<file path="src/rtl/gpu_pkg.sv">
// rtl/gpu_pkg.sv - shared scheduler/fetcher state encodings and program memory defaults
package gpu_pkg;

    localparam int DEF_PROGRAM_MEM_ADDR_BITS = 8;
    localparam int DEF_PROGRAM_MEM_DATA_BITS = 16;
    localparam int DEF_ICACHE_ENTRIES        = 4;

    typedef enum logic [2:0] {
        CS_IDLE    = 3'b000,
        CS_FETCH   = 3'b001,
        CS_DECODE  = 3'b010,
        CS_REQUEST = 3'b011,
        CS_WAIT    = 3'b100,
        CS_EXECUTE = 3'b101,
        CS_UPDATE  = 3'b110,
        CS_DONE    = 3'b111
    } core_state_t;

    typedef enum logic [2:0] {
        FS_IDLE     = 3'b000,
        FS_FETCHING = 3'b001,
        FS_FETCHED  = 3'b010
    } fetcher_state_t;

endpackage

</file>
<file path="src/rtl/fetcher_icache.sv">
// rtl/fetcher_icache.sv - direct-mapped instruction cache used by fetcher when FETCHER_ICACHE_EN is defined
module fetcher_icache
    import gpu_pkg::*;
#(
    parameter int ADDR_BITS = DEF_PROGRAM_MEM_ADDR_BITS,
    parameter int DATA_BITS = DEF_PROGRAM_MEM_DATA_BITS,
    parameter int ENTRIES   = DEF_ICACHE_ENTRIES
) (
    input  logic                 clk,
    input  logic                 reset,
    input  logic [ADDR_BITS-1:0] i_lookup_pc,
    output logic                 o_hit,
    output logic [DATA_BITS-1:0] o_data,
    input  logic                 i_fill_we,
    input  logic [ADDR_BITS-1:0] i_fill_pc,
    input  logic [DATA_BITS-1:0] i_fill_data
);

    localparam int INDEX_BITS = $clog2(ENTRIES);
    localparam int TAG_BITS   = ADDR_BITS - INDEX_BITS;

    logic [ENTRIES-1:0]   r_valid;
    logic [TAG_BITS-1:0]  r_tag  [ENTRIES];
    logic [DATA_BITS-1:0] r_data [ENTRIES];

    logic [INDEX_BITS-1:0] w_lookup_idx;
    logic [TAG_BITS-1:0]   w_lookup_tag;
    logic [INDEX_BITS-1:0] w_fill_idx;
    logic [TAG_BITS-1:0]   w_fill_tag;

    assign w_lookup_idx = i_lookup_pc[INDEX_BITS-1:0];
    assign w_lookup_tag = i_lookup_pc[ADDR_BITS-1:INDEX_BITS];
    assign w_fill_idx   = i_fill_pc[INDEX_BITS-1:0];
    assign w_fill_tag   = i_fill_pc[ADDR_BITS-1:INDEX_BITS];

    assign o_hit  = r_valid[w_lookup_idx] && (r_tag[w_lookup_idx] == w_lookup_tag);
    assign o_data = r_data[w_lookup_idx];

    // Valid bits: cleared by reset, set when a memory response fills the line.
    always_ff @(posedge clk) begin
        if (reset) begin
            r_valid <= '0;
        end else if (i_fill_we) begin
            r_valid[w_fill_idx] <= 1'b1;
        end
    end

    // Tag/data storage: a fill coinciding with reset is dropped so an abandoned miss leaves no trace.
    always_ff @(posedge clk) begin
        if (!reset && i_fill_we) begin
            r_tag[w_fill_idx]  <= w_fill_tag;
            r_data[w_fill_idx] <= i_fill_data;
        end
    end

endmodule

</file>
<file path="src/rtl/fetcher.sv">
// rtl/fetcher.sv - per-core instruction fetcher; FETCHER_ICACHE_EN adds a direct-mapped instruction cache
module fetcher
    import gpu_pkg::*;
#(
    parameter int PROGRAM_MEM_ADDR_BITS = DEF_PROGRAM_MEM_ADDR_BITS,
    parameter int PROGRAM_MEM_DATA_BITS = DEF_PROGRAM_MEM_DATA_BITS,
    parameter int ICACHE_ENTRIES        = DEF_ICACHE_ENTRIES
) (
    input  logic                             clk,
    input  logic                             reset,
    input  logic [2:0]                       core_state,
    input  logic [PROGRAM_MEM_ADDR_BITS-1:0] current_pc,
    output logic                             mem_read_valid,
    output logic [PROGRAM_MEM_ADDR_BITS-1:0] mem_read_address,
    input  logic                             mem_read_ready,
    input  logic [PROGRAM_MEM_DATA_BITS-1:0] mem_read_data,
    output logic [2:0]                       fetcher_state,
    output logic [PROGRAM_MEM_DATA_BITS-1:0] instruction
);

    fetcher_state_t                   r_state;
    fetcher_state_t                   w_next_state;
    logic                             r_valid;
    logic                             w_next_valid;
    logic [PROGRAM_MEM_ADDR_BITS-1:0] r_addr;
    logic [PROGRAM_MEM_ADDR_BITS-1:0] w_next_addr;
    logic [PROGRAM_MEM_DATA_BITS-1:0] r_instr;
    logic [PROGRAM_MEM_DATA_BITS-1:0] w_next_instr;

    logic                             w_fetch_req;
    logic                             w_resp;
    logic                             w_hit;
    logic [PROGRAM_MEM_DATA_BITS-1:0] w_hit_data;

    assign w_fetch_req = (core_state == CS_FETCH);
    // A response only counts while our own request is outstanding.
    assign w_resp      = (r_state == FS_FETCHING) && r_valid && mem_read_ready;

`ifdef FETCHER_ICACHE_EN
    fetcher_icache #(
        .ADDR_BITS (PROGRAM_MEM_ADDR_BITS),
        .DATA_BITS (PROGRAM_MEM_DATA_BITS),
        .ENTRIES   (ICACHE_ENTRIES)
    ) u_icache (
        .clk         (clk),
        .reset       (reset),
        .i_lookup_pc (current_pc),
        .o_hit       (w_hit),
        .o_data      (w_hit_data),
        .i_fill_we   (w_resp),
        .i_fill_pc   (r_addr),
        .i_fill_data (mem_read_data)
    );
`else
    assign w_hit      = 1'b0;
    assign w_hit_data = '0;

    // Cache geometry only matters with the cache built in; referenced here so both builds share one interface.
    if (ICACHE_ENTRIES < 2) begin : g_icache_absent
    end
`endif

    assign fetcher_state    = r_state;
    assign mem_read_valid   = r_valid;
    assign mem_read_address = r_addr;
    assign instruction      = r_instr;

    // State and output registers; reset abandons any outstanding request.
    always_ff @(posedge clk) begin
        if (reset) begin
            r_state <= FS_IDLE;
            r_valid <= 1'b0;
            r_addr  <= '0;
            r_instr <= '0;
        end else begin
            r_state <= w_next_state;
            r_valid <= w_next_valid;
            r_addr  <= w_next_addr;
            r_instr <= w_next_instr;
        end
    end

    // Next-state and next-output decode; everything holds unless a rule below fires.
    always_comb begin
        w_next_state = r_state;
        w_next_valid = r_valid;
        w_next_addr  = r_addr;
        w_next_instr = r_instr;
        case (r_state)
            FS_IDLE: begin
                if (w_fetch_req) begin
                    if (w_hit) begin
                        w_next_instr = w_hit_data;
                        w_next_state = FS_FETCHED;
                    end else begin
                        w_next_addr  = current_pc;
                        w_next_valid = 1'b1;
                        w_next_state = FS_FETCHING;
                    end
                end
            end
            FS_FETCHING: begin
                if (w_resp) begin
                    w_next_instr = mem_read_data;
                    w_next_valid = 1'b0;
                    w_next_state = FS_FETCHED;
                end
            end
            FS_FETCHED: begin
                if (!w_fetch_req) begin
                    w_next_state = FS_IDLE;
                end
            end
            default: begin
                w_next_state = FS_IDLE;
                w_next_valid = 1'b0;
            end
        endcase
    end

endmodule

</file>
<file path="config.mk">
export PLATFORM = sky130hd
export DESIGN_NAME = fetcher
export DESIGN_NICKNAME = d
export VERILOG_FILES = /design/src/rtl/gpu_pkg.sv /design/src/rtl/fetcher_icache.sv /design/src/rtl/fetcher.sv
export SDC_FILE = /design/constraint.sdc
export NUM_CORES = 1
export LEC_CHECK = 0
export BUFFER_PORTS_ARGS = -buffer_cell sky130_fd_sc_hd__buf_2
export CAP_MARGIN = 40
export CORE_MARGIN = 2
export CORE_UTILIZATION = 35
export CTS_CLUSTER_DIAMETER = 100
export DETAILED_ROUTE_END_ITERATION = 10
export PLACE_DENSITY = 0.75
export SETUP_SLACK_MARGIN = 0.02
export SYNTH_ARGS = -nofsm -noshare
export SYNTH_HDL_FRONTEND = slang
export SYNTH_SLANG_ARGS = --single-unit
</file>
<file path="constraint.sdc">
create_clock -name clk -period 1.6 [get_ports clk]
set_clock_uncertainty 0.05 [all_clocks]
set_input_delay 0 -clock clk [delete_from_list [all_inputs] [get_ports clk]]
set_output_delay 0 -clock clk [all_outputs]
set_load 0.005 [all_outputs]
</file>
Word level (Yosys, flattened, before mapping)
Index checks and enable logic that the tools add are counted.

Equality and inequality tests: 6. Mux-type cells: 7. Bitwise operators: 1. Reduce and logical (&&, ||, !) cells: 7.

Operators with widths (count): 3-bit two-way mux (3); 3-bit one-hot mux with 3 select lines (1); 3-bit by 1-bit equality test with 1-bit output, second input constant (2); 2-bit != test, second input constant (3); 3-bit AND reduction (2); 2-bit AND reduction (2); 3-bit by 2-bit equality test with 1-bit output, second input constant (1); 3-bit zero test (1); 1-bit one-hot mux with 3 select lines (1); 1-bit logical AND (2); 1-bit two-way mux (2); 1-bit inverter (1).

Register bits: 28. Bits of input ports: 30.

Longest topological paths before layout
Gate-level depths: netlist of run 1.

Depth after elaboration: 5. Gate-level depth with buffers: 5.

Worst setup path before layout of run 1
No wires, ideal clock.

Path kind: register to register. Start: register r_state[0] (netlist: fetcher_state[0]). End: register r_addr[1] (netlist: mem_read_address[1]). Setup time: 0.116 ns. Data arrival time: 1.042 ns. Setup slack: 0.393 ns. Stages on the path, launching flop included: 5. Path buffers: 1. Path through: dfxtp_1 > nor4b_2 > buf_4 > a21oi_1 > a31o_1.

Longest elaborated chain between the ends: 2.

Ends and longest elaborated chain: from (decl) (RTL line fetcher.sv:21) `fetcher_state_t r_state;`; from (signal assigned) (RTL line fetcher.sv:76) `r_state <= w_next_state;`; 3-bit zero test (RTL line fetcher.sv:89) `case (r_state)`; 2-bit AND reduction (no line); to (signal assigned) (RTL line fetcher.sv:78) `r_addr <= w_next_addr;`; to (decl) (RTL line fetcher.sv:25) `logic [PROGRAM_MEM_ADDR_BITS-1:0] r_addr;`.

No other way between the ends. A chain may end at the register's enable or synchronous reset.

Final worst setup path of run 1
Start: register r_state[0] (netlist: fetcher_state[0]). End: register r_addr[7] (netlist: mem_read_address[7]).

The elaborated chain is that of the path after synthesis.

==> impl_metrics.env, run 1 <==
export IMPL_power_frac_seq=0.619
export IMPL_dieArea_um2=3430
export IMPL_drt_iter0_drc=17
export IMPL_crit_required_ps=1810
export IMPL_finalCriticalPeriod_ps=1400
export IMPL_wl_per_cell_um=12.0
export IMPL_synth_area_leaders="dfxtp_1 52%, nand2_1 13%, a21oi_1 12%, a31o_1 5.0%, buf_4 3.6%"
export IMPL_grt_pass1_wl_mm=4.79
export IMPL_hold_start="core_state[2]"
export IMPL_crit_path_start_kind="flop"
export IMPL_seq_area_frac_synth=0.519
export IMPL_p_switching_uw=252
export IMPL_outcome="finished clean"
export IMPL_syn_cell_area_um2=1040
export IMPL_grt_pass1_vias=1152
export IMPL_grt_overflow_total=0
export IMPL_dp_hpwl_mm=1.77
export IMPL_criticalPathCategory="reg2reg"
export IMPL_finalPower_mw=1.12
export IMPL_comb_power_share=0.128
export IMPL_p_leak_nw=0.731
export IMPL_ir_drop_mv=0.472
export IMPL_rsz0062_at_grt="false"
export IMPL_final_layout_size_suffix_gt1_frac=0.324
export IMPL_setup_viol=0
export IMPL_switching_share=0.225
export IMPL_grt_usage=0.180
export IMPL_multi_input_area_um2=435
export IMPL_ys_ff_latch=27
export IMPL_drc=0
export IMPL_finalMaxSlewViolations=0
export IMPL_root_buffer="clkbuf_4"
export IMPL_core_area_um2=2780
export IMPL_post_cts_resized=0
export IMPL_hold_viol=0
export IMPL_cp_end_kind="flop"
export IMPL_synth_edff_count=0
export IMPL_nNetsFinal=235
export IMPL_vias=1128
export IMPL_syn_avg_cell_area_um2=8.54
export IMPL_ys_warn_count=0
export IMPL_h_tree_depth=1
export IMPL_async_reset_ff_frac=0
export IMPL_diodes=0
export IMPL_yosys_cell_types_count=21
export IMPL_first_pass_iters=4
export IMPL_clockBufferDepth=2
export IMPL_power_density_nw_per_um2=691
export IMPL_synth_main_ff_cell="dfxtp_1"
export IMPL_hold_ws_ps=108
export IMPL_fill_cells=268
export IMPL_cap_violations=0
export IMPL_cp_startpoint="fetcher_state[0]"
export IMPL_drtAntennaViolNets=0
export IMPL_die_w_um=58.6
export IMPL_synthCells=122
export IMPL_hold_path_class="in2reg"
export IMPL_syn_to_final_growth_pct=55.5
export IMPL_io_buffers=56
export IMPL_final_seq_area_um2=541
export IMPL_post_drt_via_cell_ratio=4.80
export IMPL_cts_sinks=27
export IMPL_clk_latency_ps=310
export IMPL_io_pins=58
export IMPL_numCtsBuffers=3
export IMPL_setup_tns_ps=0
export IMPL_netlist_area_leader_share=0.519
export IMPL_timing_fmax_ghz=0.712
export IMPL_path_clk_slew_ps=140
export IMPL_start_util=0.375
export IMPL_die_h_um=58.6
export IMPL_gp_congestion=0.691
export IMPL_cts_tree="built"
export IMPL_grt_max_degree=17
export IMPL_ys_top_cells_by_count="36 x nand2_1, 27 x dfxtp_1, 24 x a21oi_1"
export IMPL_finalCritPeriodShare=0.877
export IMPL_rows=19
export IMPL_reg2reg_from="fetcher_state[0]"
export IMPL_synthesis_nets=152
export IMPL_intPower_uw=867
export IMPL_yosys_area_top_type="dfxtp_1"
export IMPL_routed_wl_mm=2.83
export IMPL_synth_most_common_cell="nand2_1"
export IMPL_crit_fanout=8
export IMPL_cp_data_arrival_time_ps=1610
export IMPL_antenna_found_initial=0
export IMPL_pwr_share_clk=0.254
cells by family (layout without fill, tap and decap cells):
family | count (synthesis) | count (layout) | synth area share
AND/OR/NAND/NOR | 50 | 50 | 0.222
AO/OA/AOI/OAI | 33 | 33 | 0.182
flip-flops | 27 | 27 | 0.519
buffers and inverters | 10 | 92 | 0.0636
multiplexers | 1 | 1 | 0.00960
other | 1 | 1 | 0.00360
power by group through the flow:
stage	sequential, mW	clock [mW]	combinational (mW)
2_1_floorplan	0.706	0	0.0390
3_3_place_gp	0.706	0	0.0924
3_5_place_dp	0.707	0	0.0925
4_1_cts	0.692	0.299	0.141
5_1_grt	0.694	0.330	0.156
6_report	0.692	0.284	0.143
flip-flops by register name (all words and copies together) (netlist names):
name              cells
instruction          16
mem_read_address      8
fetcher_state         2
mem_read_valid        1
worst max-delay path: stages (launching register included):
cell and delay [ps]:
dfxtp_1 390, nor4b_2 320, and2_1 370, mux2i_1 220
through the flow:
stage,area (um^2),instances,setup WS (ps),util
floorplan,1040,122,393,-
global placement,1330,205,290,0.479
detailed placement,1330,205,240,0.479
CTS,1620,235,221,0.583
global route,1620,235,117,0.583
finish,1620,235,196,0.583
per-layer routing:
metal,share of wire,vias to the layer above,global-route usage
met1,0.43,501,0.204
met5,0,-,0
li1,-,573,-
met3,0.081,4,0.0374
met4,0.0095,0,0.0682
met2,0.48,50,0.327
timing repair:
| action | CTS | global route |
|---|---|---|
| setup buffers | 0 | 0 |
| endpoints found under the hold margin | 26 | 0 |
| hold buffers | 26 | 0 |
area by class of cell:
class / instances / share of cell area
Clock buffer: 3 / 0.0139
Clock inverter: 1 / 0.00309
Inverter: 2 / 0.00463
Multi-Input combinational cell: 85 / 0.269
Sequential cell: 27 / 0.334
Tap cell: 31 / 0.0239
Timing Repair Buffer: 86 / 0.352
cell usage in the layout (no fill, tap or decap):
cell / instances
mux2i_1: 1
and2_1: 1
buf_2: 56
nor3_1: 1
buf_4: 4
dfxtp_1: 27
nand2_1: 36
clkinv_1: 1
clkinv_2: 1
and4b_1: 1
a21oi_1: 24
nor2_1: 2
nor4b_2: 1
nand4_1: 1
clkbuf_4: 3
dlygate4sd3_1: 26
a31o_1: 6
a22oi_1: 1
nand2b_1: 6
inv_2: 1
conb_1: 1
o21ai_0: 2
nand4b_1: 1
worst paths after layout:
kind,end,slack [ps],cells past startpoint
worst min register to register,instruction[10],410,2
worst min-delay path,mem_read_address[0],110,5
worst max register to register,mem_read_address[7],200,3
worst max-delay path,mem_read_address[7],200,3
(Power assumes the default switching activity.)
==> run 2: changes to the inputs <==
clock period = 1.3 ns   (was 1.6 ns; I/O delays follow)
==> run 2 against run 1 <==
Via count shrank 0.18%; first-iteration DRC count rose by 41%; register-to-register slack got worse by 97 ps; sequential cell count is the same; design area rose by 3.4%; critical path type unchanged; die area unchanged; sequential share of layout area shrank 1.0 points; routed wire length increased by 3.9%; hold slack got worse by 90 ps; largest cell class unchanged; power grew 24%; critical endpoint is now mem_read_address[5]; setup slack got worse by 97 ps; non-clock buffer count increased by 4.
==> impl_metrics.env, run 2 (same netlist as run 1, synthesis figures left out) <==
export IMPL_layout_common_cells="56 x buf_2, 36 x nand2_1, 26 x dfxtp_1, 25 x dlygate4sd3_1, 24 x a21oi_1"
export IMPL_cp_data_arrival_time_ps=1370
export IMPL_wl_per_cell_um=12.3
export IMPL_final_layout_size_suffix_gt1_frac=0.346
export IMPL_io_buffers=56
export IMPL_clk_latency_ps=310
export IMPL_post_drt_via_cell_ratio=4.71
export IMPL_drtAntennaViolNets=0
export IMPL_first_pass_iters=4
export IMPL_crit_required_ps=1460
export IMPL_io_pins=58
export IMPL_cp_end_kind="flop"
export IMPL_finalMaxSlewViolations=0
export IMPL_path_clk_slew_ps=140
export IMPL_antenna_found_initial=0
export IMPL_finalCritPeriodShare=0.923
export IMPL_routed_wl_mm=2.94
export IMPL_grt_usage=0.181
export IMPL_r2r_cells=4
export IMPL_cp_startpoint="fetcher_state[0]"
export IMPL_grt_max_degree=17
export IMPL_syn_to_final_growth_pct=60.7
export IMPL_start_util=0.375
export IMPL_die_h_um=58.6
export IMPL_gp_congestion=0.749
export IMPL_cts_tree="built"
export IMPL_nNetsFinal=239
export IMPL_setup_viol=0
export IMPL_rows=19
export IMPL_drt_iter0_drc=24
export IMPL_place_area_um2=1380
export IMPL_p_leak_nw=0.763
export IMPL_numCtsBuffers=3
export IMPL_vias=1126
export IMPL_dieArea_um2=3430
export IMPL_hold_viol=0
export IMPL_power_density_nw_per_um2=825
export IMPL_clockBufferDepth=2
export IMPL_postLayoutCoreUtil=0.602
export IMPL_crit_path_start_kind="flop"
export IMPL_criticalPathCategory="reg2reg"
export IMPL_die_w_um=58.6
export IMPL_design_area_um2=1680
export IMPL_reg2reg_from="fetcher_state[0]"
export IMPL_critical_path_endpoint="mem_read_address[5]"
export IMPL_rsz0062_at_grt="true"
export IMPL_regToRegSetupSlack_ps=100
export IMPL_largest_reg_flops=16
export IMPL_drc=0
export IMPL_outcome="finished clean"
export IMPL_finalCriticalPeriod_ps=1200
export IMPL_cap_violations=0
export IMPL_hold_path_class="in2reg"
export IMPL_ir_drop_mv=0.683
export IMPL_timing_fmax_ghz=0.833
export IMPL_root_buffer="clkbuf_4"
export IMPL_cts_sinks=27
export IMPL_grt_pass1_vias=1072
export IMPL_layout_commonest_cell="buf_2"
export IMPL_crit_fanout=5
export IMPL_dp_hpwl_mm=1.83
export IMPL_hold_ws_ps=17.8
export IMPL_core_area_um2=2780
export IMPL_finalPower_mw=1.38
export IMPL_diodes=0
export IMPL_h_tree_depth=1
export IMPL_grt_pass1_wl_mm=4.69
export IMPL_grt_overflow_total=0
export IMPL_r2r_end="mem_read_address[5]"
-- run 2: timing repair --
item | 4_1_cts | 5_1_grt
gates cloned | 0 | 1
setup buffers | 0 | 0
setup endpoints to repair | 8 | 23
resized for setup | 1 | 6
hold buffers | 25 | 0
hold endpoints to repair | 26 | 0
pin swaps | 0 | 1
-- run 2: cell type report --
type	count	area, um^2
fillers	252	1110
clock buffers	4	26.3
multi-input cells	85	447
flip-flops and latches	27	542
inverters	2	7.51
well taps	31	38.8
repair buffers	90	614
-- run 2: stage by stage --
stage,worst slack (ps),TNS (ps),std cells
after global routing,1.61,0,239
final,99.6,0,239
after global placement,37.3,0,209
after CTS,52.5,0,238
after floorplan,92.7,0,122
after detailed placement,-3.67,-3.67,209
-- run 2: worst min-delay path by stage --
stage | to | cells past startpoint | slack, ps | startpoint
finish | fetcher_state[0] | 4 | 20 | mem_read_ready
global route | fetcher_state[0] | 4 | 40 | mem_read_ready
CTS | fetcher_state[0] | 4 | 7 | mem_read_ready
detailed placement | mem_read_address[4] | 2 | 170 | current_pc[4]
global placement | mem_read_address[2] | 2 | 170 | current_pc[2]
floorplan | mem_read_address[1] | 1 | 80 | current_pc[1]
-- run 2: metal layers --
layer | track usage | up-vias | share of wire
met5 | 0 | - | 0
met4 | 0.0584 | 0 | 0.0044
met3 | 0.0352 | 2 | 0.072
met2 | 0.332 | 45 | 0.51
met1 | 0.209 | 499 | 0.42
li1 | - | 580 | -
-- run 2: where the power goes --
| group | total (mW) | switching [mW] | internal (mW) |
|---|---|---|---|
| Combinational | 0.188 | 0.0698 | 0.118 |
| Clock | 0.343 | 0.223 | 0.120 |
| Sequential | 0.851 | 0.00978 | 0.841 |
-- run 2: worst max-delay path: stages (launching register included) --
cell	delay, ps
dfxtp_2	360
nor4b_4	260
buf_4	190
a21oi_1	60
a31o_1	180
